## src/rtl/pwm_bank_if.sv

```systemverilog
// pwm_bank_if: register-write bus, channel enables and PWM outputs of pwm_bank.
interface pwm_bank_if #(
    parameter int NUM_CH = 16,
    parameter int CNT_W  = 8,
    parameter int ADDR_W = 5
);
    logic              reg_wr_en;
    logic [ADDR_W-1:0] reg_addr;
    logic [CNT_W-1:0]  reg_wdata;
    logic [NUM_CH-1:0] en_out;
    logic [NUM_CH-1:0] en_pwm;
    logic [NUM_CH-1:0] pwm_out;
    logic              period_start;
    modport master (output reg_wr_en, reg_addr, reg_wdata, en_out, en_pwm,
                    input  pwm_out, period_start);
    modport slave  (input  reg_wr_en, reg_addr, reg_wdata, en_out, en_pwm,
                    output pwm_out, period_start);
endinterface

```

## src/rtl/pwm_bank.sv

```systemverilog
// pwm_bank: multi-channel PWM with shadowed duty/TOP/prescaler registers that
// switch over only at a period boundary.
module pwm_bank #(
    parameter int NUM_CH = 16,
    parameter int CNT_W  = 8,
    parameter int ADDR_W = 5
) (
    input logic       clk,
    input logic       rst_n,
    pwm_bank_if.slave bus
);
    localparam logic [CNT_W-1:0]  ONES    = '1;
    localparam logic [ADDR_W-1:0] A_TOP   = ADDR_W'(NUM_CH);
    localparam logic [ADDR_W-1:0] A_PRESC = ADDR_W'(NUM_CH + 1);

    logic [CNT_W-1:0]  duty_pend_q [NUM_CH];
    logic [CNT_W-1:0]  duty_act_q  [NUM_CH];
    logic [CNT_W-1:0]  top_pend_q, top_act_q, presc_pend_q, presc_act_q;
    logic [CNT_W-1:0]  presc_cnt_q, presc_cnt_d, cnt_q, cnt_d;
    logic [NUM_CH-1:0] pwm_q, pwm_d;
    logic              ps_q, tick, boundary;

    always_comb begin
        tick        = presc_cnt_q == presc_act_q;
        boundary    = tick && cnt_q == top_act_q;
        presc_cnt_d = tick ? '0 : presc_cnt_q + 1'b1;
        cnt_d       = boundary ? '0 : tick ? cnt_q + 1'b1 : cnt_q;
        pwm_d       = '0;
        // all-ones duty is forced 100 %, so the counter never has to exceed TOP
        for (int c = 0; c < NUM_CH; c++)
            pwm_d[c] = bus.en_out[c] & (~bus.en_pwm[c] | (duty_act_q[c] == ONES) | (cnt_q < duty_act_q[c]));
    end

    always_ff @(posedge clk or negedge rst_n) begin
        if (!rst_n) begin
            for (int c = 0; c < NUM_CH; c++) begin
                duty_pend_q[c] <= '0;
                duty_act_q[c]  <= '0;
            end
            top_pend_q   <= ONES;
            top_act_q    <= ONES;
            presc_pend_q <= '0;
            presc_act_q  <= '0;
            presc_cnt_q  <= '0;
            cnt_q        <= '0;
            pwm_q        <= '0;
            ps_q         <= 1'b0;
        end else begin
            // active copies take the pre-write pending values, so a write on a
            // boundary cycle waits for the following boundary
            if (boundary) begin
                for (int c = 0; c < NUM_CH; c++) duty_act_q[c] <= duty_pend_q[c];
                top_act_q   <= top_pend_q;
                presc_act_q <= presc_pend_q;
            end
            if (bus.reg_wr_en) begin
                for (int c = 0; c < NUM_CH; c++)
                    if (bus.reg_addr == ADDR_W'(c)) duty_pend_q[c] <= bus.reg_wdata;
                if (bus.reg_addr == A_TOP)   top_pend_q   <= bus.reg_wdata;
                if (bus.reg_addr == A_PRESC) presc_pend_q <= bus.reg_wdata;
            end
            presc_cnt_q <= presc_cnt_d;
            cnt_q       <= cnt_d;
            pwm_q       <= pwm_d;
            ps_q        <= boundary;
        end
    end

    assign bus.pwm_out      = pwm_q;
    assign bus.period_start = ps_q;
endmodule

```

## src/flat_wrapper.sv

```systemverilog
// flat-port wrapper written by rule: the top's interface ports become plain ports
module pwm_bank_flat 
#(
    parameter int NUM_CH = 16,
    parameter int CNT_W  = 8,
    parameter int ADDR_W = 5
)
  (clk, rst_n, bus_reg_wr_en, bus_reg_addr, bus_reg_wdata, bus_en_out, bus_en_pwm, bus_pwm_out, bus_period_start);
  pwm_bank_if #(.NUM_CH(NUM_CH), .CNT_W(CNT_W), .ADDR_W(ADDR_W)) bus_i ();
  input logic clk;
  input logic rst_n;
  input wire logic [$bits(bus_i.reg_wr_en)-1:0] bus_reg_wr_en;
  input wire logic [$bits(bus_i.reg_addr)-1:0] bus_reg_addr;
  input wire logic [$bits(bus_i.reg_wdata)-1:0] bus_reg_wdata;
  input wire logic [$bits(bus_i.en_out)-1:0] bus_en_out;
  input wire logic [$bits(bus_i.en_pwm)-1:0] bus_en_pwm;
  output wire logic [$bits(bus_i.pwm_out)-1:0] bus_pwm_out;
  output wire logic [$bits(bus_i.period_start)-1:0] bus_period_start;
  assign bus_i.reg_wr_en = bus_reg_wr_en;
  assign bus_i.reg_addr = bus_reg_addr;
  assign bus_i.reg_wdata = bus_reg_wdata;
  assign bus_i.en_out = bus_en_out;
  assign bus_i.en_pwm = bus_en_pwm;
  assign bus_pwm_out = bus_i.pwm_out;
  assign bus_period_start = bus_i.period_start;
  pwm_bank #(.NUM_CH(NUM_CH), .CNT_W(CNT_W), .ADDR_W(ADDR_W)) u_core (.clk(clk), .rst_n(rst_n), .bus(bus_i));
endmodule
```

## config.mk

```make
export PLATFORM = sky130hd
export DESIGN_NAME = pwm_bank_flat
export DESIGN_NICKNAME = d
export VERILOG_FILES = /design/src/rtl/pwm_bank_if.sv /design/src/rtl/pwm_bank.sv /design/src/flat_wrapper.sv
export SDC_FILE = /design/constraint.sdc
export NUM_CORES = 1
export LEC_CHECK = 0
export ABC_AREA = 1
export ABC_CLOCK_PERIOD_IN_PS = 3000
export CAP_MARGIN = 10
export CORE_MARGIN = 2
export CORE_UTILIZATION = 66
export CTS_CLUSTER_SIZE = 28
export DETAILED_ROUTE_END_ITERATION = 10
export PLACE_DENSITY = 0.86
export SKIP_CTS_REPAIR_TIMING = 1
export SLEW_MARGIN = 30
export SYNTH_ARGS = -nofsm -noshare
export SYNTH_HDL_FRONTEND = slang
export SYNTH_SLANG_ARGS = --single-unit
```

## constraint.sdc

```tcl
create_clock -name clk -period 3 [get_ports clk]
set_input_delay 0.3 -clock clk [delete_from_list [all_inputs] [get_ports clk]]
set_output_delay 0.3 -clock clk [all_outputs]
set_load 0.05 [all_outputs]
```

==> results of run 1 <==
[cell families after synthesis]
group / count (synthesis) / share of synthesized area [%]
and+or+nand+nor: 974 / 25.1
DFF: 321 / 50.8
buffers and inverters: 298 / 7.70
AOI/OAI and AO/OA: 218 / 7.18
adders and majority gates: 114 / 8.99
xor gates and xnor gates: 5 / 0.276
[worst min-delay path by stage]
stage | startpoint | end | cells past startpoint
after floorplan | rst_n | u_core.bus.period_start | 0
after global placement | rst_n | u_core.bus.pwm_out[13] | 1
after detailed placement | rst_n | u_core.duty_act_q[28] | 1
after CTS | rst_n | u_core.duty_act_q[28] | 1
after global routing | bus_en_out[12] | u_core.bus.pwm_out[12] | 3
final | bus_en_out[13] | u_core.bus.pwm_out[13] | 3
[report_power, final]
part / internal (mW) / switching (mW)
Clock: 2.85 / 1.70
Combinational: 1.54 / 3.21
Sequential: 5.40 / 0.798
[layout make-up]
type	count	area, um^2
Clock buffer	52	1050
Clock inverter	8	169
Fill cell	1579	5450
Inverter	221	830
Multi-Input combinational cell	1311	6600
Sequential cell	321	8050
Tap cell	319	399
Timing Repair Buffer	98	991
[metal layers]
layer	up-vias	GRT usage, %
li1	6269	-
met5	-	0
met1	6394	43.4
met2	624	53.7
met3	153	5.99
met4	0	14.8
[worst min-delay path, cell delays in order]
cell and delay (ns):
clkdlybuf4s50_1 0.39, inv_1 0.05, a21oi_1 0.03
[Yosys cell counts]
cell,n,area share (%)
nand3_1,161,5.1
inv_2,7,0.17
nand2_2,1,0.039
nand4_1,35,1.4
clkbuf_1,38,0.90
buf_4,7,0.33
xor2_1,5,0.28
nor3b_1,1,0.047
nor3_1,17,0.54
nand2_1,697,16
nor2_2,1,0.039
o21a_1,19,0.90
nor2_4,1,0.071
a21oi_1,53,1.7
o21ai_0,146,4.6
inv_1,214,5.1
dfrtp_1,305,48
nor2_1,60,1.4
dfstp_2,16,2.6
buf_6,6,0.43
buf_2,26,0.82
ha_1,114,9.0
[sequential cells by signal (all words and copies together) (netlist names), 8 cells and up]
signal and cells:
u_core.top_pend_q 8, u_core.presc_cnt_q 8, u_core.bus.pwm_out 16, u_core.cnt_q 8, u_core.presc_act_q 8, u_core.duty_pend_q 128
u_core.presc_pend_q 8, u_core.top_act_q 8, u_core.duty_act_q 128
[stage by stage]
step,area [um^2],total power [mW]
global route,18100,16.5
floorplan,15900,9.50
global placement,16900,10.6
detailed placement,16900,10.9
CTS,18100,15.5
finish,18100,15.5
==> flow_summary.toml, run 1 <==
[setup_path]
path_cells = "inv_1 -> nand2_1 -> nand2_1 -> nor2_1 -> nand2_1 -> nor2_4 -> buf_12 -> nand3_1 -> nand2_1"
r2r_slack_ns = 0.62
timing.rr.start = "u_core.cnt_q[2]"
worst_r2r_path_depth = 9
critPathLaunch = "u_core.cnt_q[2]"
critPathCapture = "u_core.duty_act_q[34]"
crit_required_ns = 3.45
crit_cells = 9
arrival_ns = 2.83
crit_top_cell = "nand2_1"
path_class = "reg -> reg"
crit_family = "simple AND/OR/NAND/NOR gates"
cp-start-kind = "register"
cp_slowest_stage_delay_ns = 0.70
path_buf_inv = 2
crit_path_max_fanout = 144
end_kind = "register"
slowest_stage = "dfrtp_1"
r2r_end = "u_core.duty_act_q[34]"

[timing]
post-route-period-util_pct = 79.3
setup_viol = 0
fmax_mhz = 420
finalCriticalPeriod_ns = 2.38
skew_ns = 0.0187
whs_ns = 0.288
rsz0062_at_grt = "no"
hold_violations = 0
finalWorstSetupSlack_ns = 0.622
finalMaxSlewViolations = 0
tightest_slew_ns = 1.06
finalSetupTns_ns = 0
slew_headroom_pct = 28.9

[floorplanning]
initial_core_util_pct = 67.4
fp.dieArea_um2 = 25300
die_y_um = 159
rows = 56
fp.dieW_um = 159
coreArea_um2 = 23500
pin_count = 65

[synthesis]
ys_seq_area_share_pct = 50.8
syn_avg_cell_area_um2 = 8.22
syn_inst = 1930
synth_area_um2 = 15900
syn_nets = 2092
ys_warn_count = 0
synth.distinct_cells = 22
ys_ff_latch = 321

[detailed_routing]
drt_iter0_markers = 1524
avgRoutedWirePerCell_um = 17.4
drt-met1-wl_um = 16200
drt_wl_total_um = 40600
top_layer_used = "met4"
ant_nets = 0
dr.pass1.iters = 6
wl_met2_um = 19200
vias_per_cell = 5.77
drc = 0
wl_met3_um = 3490
vias = 13400

[placement]
gp_congestion = 0.803
place_hpwl_um = 24000
numPortBuffers = 64
placed_cells_incl_taps = 2269
place_ws_ns = 0.708

[hold_path]
min_path_type = "in -> reg"

[cells_and_area]
final_core_util_pct = 76.9
fin_nets = 2150
final_common_cell = "nand2_1"
final_cell_mix = "nand2_1, dfrtp_1, inv_1"
layoutNonFillerInstCount = 2330
syn_to_final_growth_pct = 14.0
antennaDiodeCount = 0
drive_gt1_share_pct = 5.57

[clocking]
path_clk_slew_ns = 0.06
cts-root-buf = "clkbuf_16"
clockBufferDepth = 3
insertion_delay_ns = 0.52
htreeDepth = 2
tritoncts = "built"
cts_buffers = 35
clkSinkCount = 321

[power_and_ir_drop]
p_leak_nw = 9.57
vdd_drop_max_mv = 1.14
pwr_density_cell_nw_per_um2 = 857

[global_routing]
grt_pass1_wl_um = 67400
grt-ovfl-total = 0
antenna_found_initial = 0
grt_max_degree = 145
grt_pass1_vias = 13500
grt_use_total_pct = 32.9

[run]
drv_cap = 0

[run_status]
status = "completed"
No activity file was read; power rests on OpenSTA's default activity.
==> run 2, diff against run 1 <==
--- a/config.mk
+++ b/config.mk
@@ -6,13 +6,13 @@
 export NUM_CORES = 1
 export LEC_CHECK = 0
 export ABC_AREA = 1
-export ABC_CLOCK_PERIOD_IN_PS = 3000
+export ABC_CLOCK_PERIOD_IN_PS = 2050
 export CAP_MARGIN = 10
 export CORE_MARGIN = 2
-export CORE_UTILIZATION = 66
+export CORE_UTILIZATION = 55
 export CTS_CLUSTER_SIZE = 28
 export DETAILED_ROUTE_END_ITERATION = 10
-export PLACE_DENSITY = 0.86
+export PLACE_DENSITY = 0.76
 export SKIP_CTS_REPAIR_TIMING = 1
 export SLEW_MARGIN = 30
 export SYNTH_ARGS = -nofsm -noshare
==> constraint.sdc (replaced) <==
create_clock -name clk -period 2.05 [get_ports clk]
set_input_delay 0.205 -clock clk [delete_from_list [all_inputs] [get_ports clk]]
set_output_delay 0.205 -clock clk [all_outputs]
set_load 0.05 [all_outputs]
==> run 2 against run 1 <==
- non-clock buffer count is 23 higher
- sequential power is 45% higher
- global-route usage is 6.8 points lower
- die area is 19% higher
- worst hold slack worse by 0.11 ns
- register-to-register slack worse by 0.49 ns
- power is 42% higher
- critical path depth is 1 higher
- critical path type unchanged
==> flow_summary.toml, run 2 (synthesis gave the netlist of run 1 again) <==
[cells_and_area]
syn_to_final_growth_pct = 15.2
final_area_um2 = 18300
final_common_cell = "nand2_1"
final_cell_mix = "nand2_1, dfrtp_1, inv_1"
drive_gt1_share_pct = 6.35
fin_nets = 2172
antennaDiodeCount = 0
layoutNonFillerInstCount = 2416
final_core_util_pct = 64.0

[timing]
fmax_mhz = 520
finalWorstSetupSlack_ns = 0.127
hold_violations = 0
tightest_slew_ns = 0.569
finalCriticalPeriod_ns = 1.92
finalMaxSlewViolations = 0
slew_headroom_pct = 62.0
finalSetupTns_ns = 0
setup_viol = 0
whs_ns = 0.176
skew_ns = 0.0129
post-route-period-util_pct = 93.8

[detailed_routing]
vias = 13000
avgRoutedWirePerCell_um = 15.7
dr.pass1.iters = 6
drt_iter0_markers = 1090
drc = 0
vias_per_cell = 5.39
drt_wl_total_um = 38000
ant_nets = 0

[setup_path]
crit_top_cell = "nand2_1"
path_cells = "inv_1 -> nand2_1 -> nand2_1 -> nor2_1 -> nand2_1 -> nor2_4 -> nand2_4 -> buf_12 -> nand2_1 -> nand2_1"
crit_required_ns = 2.44
crit_family = "simple AND/OR/NAND/NOR gates"
path_class = "reg -> reg"
r2r_slack_ns = 0.13
r2r_end = "u_core.duty_act_q[42]"
slowest_stage = "dfstp_2"
path_buf_inv = 2
timing.rr.start = "u_core.top_act_q[7]"
cp_slowest_stage_delay_ns = 0.56
worst_r2r_path_depth = 10
end_kind = "register"
crit_path_max_fanout = 112
arrival_ns = 2.31
cp-start-kind = "register"

[power_and_ir_drop]
p_leak_nw = 9.64
intPower_mw = 14.0
p_clk_share_pct = 27.4
vdd_drop_max_mv = 0.995
switching_share_pct = 36.7
combPwrFrac_pct = 32.0
switchingPower_mw = 8.10
power.total_mw = 22.1
pwr_density_cell_nw_per_um2 = 1210
power_frac_seq_pct = 40.6

[placement]
place_hpwl_um = 23500
dpl_cell_area_um2 = 17200
numPortBuffers = 64
place_ws_ns = -0.0589
gp_congestion = 0.813
placed_cells_incl_taps = 2356

[global_routing]
antenna_found_initial = 0
grt_pass1_vias = 12600
grt-ovfl-total = 0
grt_max_degree = 113
grt_pass1_wl_um = 63300
grt_use_total_pct = 26.1

[hold_path]
min_path_type = "in -> async"

[clocking]
clockBufferDepth = 3
insertion_delay_ns = 0.51
path_clk_slew_ns = 0.06
clkSinkCount = 321
tritoncts = "built"
cts_buffers = 34
cts-root-buf = "clkbuf_16"
htreeDepth = 2

[run]
drv_cap = 0

[floorplanning]
fp.dieW_um = 174
fp.dieArea_um2 = 30200
rows = 62
coreArea_um2 = 28500
die_y_um = 174
initial_core_util_pct = 55.6
pin_count = 65

[run_status]
status = "completed"
==> run 2: power by group through the flow <==
stage	combinational [mW]	clock (mW)	sequential [mW]
2_1_floorplan	4.65	0	9.26
3_3_place_gp	6.70	0	9.00
3_5_place_dp	7.00	0	9.03
4_1_cts	7.05	6.13	8.94
5_1_grt	8.13	6.42	9.16
6_report	7.06	6.05	8.97
==> run 2: how the worst max path moves through the flow <==
stage | start | end | depth (start not counted)
2_1_floorplan | u_core.cnt_q[5] | u_core.duty_act_q[10] | 12
3_3_place_gp | bus_reg_wr_en | u_core.duty_pend_q[0] | 8
3_5_place_dp | bus_reg_wr_en | u_core.duty_pend_q[4] | 8
4_1_cts | u_core.top_act_q[4] | u_core.duty_act_q[42] | 10
5_1_grt | u_core.top_act_q[4] | u_core.duty_act_q[66] | 10
6_report | u_core.top_act_q[7] | u_core.duty_act_q[42] | 10
==> run 2: worst reg2reg max path, stage by stage (launching register included) <==
cell	delay, ns
dfstp_2	0.56
inv_1	0.04
nand2_1	0.06
nand2_1	0.05
nor2_1	0.15
nand2_1	0.12
nor2_4	0.22
nand2_4	0.09
buf_12	0.25
nand2_1	0.20
nand2_1	0.07
==> run 2: layer usage <==
metal	routed length, um	up-vias	track usage [%]
met5	0	-	0
met4	979	0	8.44
met3	2290	75	3.82
met2	17900	353	43.0
met1	16800	6273	35.8
li1	-	6313	-
==> run 2: cell type report <==
type                       instances  area [um^2]
inverter                         221          830
clock buffer                      55         1050
clock inverter                     3         42.5
fill                            2395        10300
multi-input combinational       1311         6600
tap                              384          480
timing repair buffer             121         1210
sequential                       321         8050
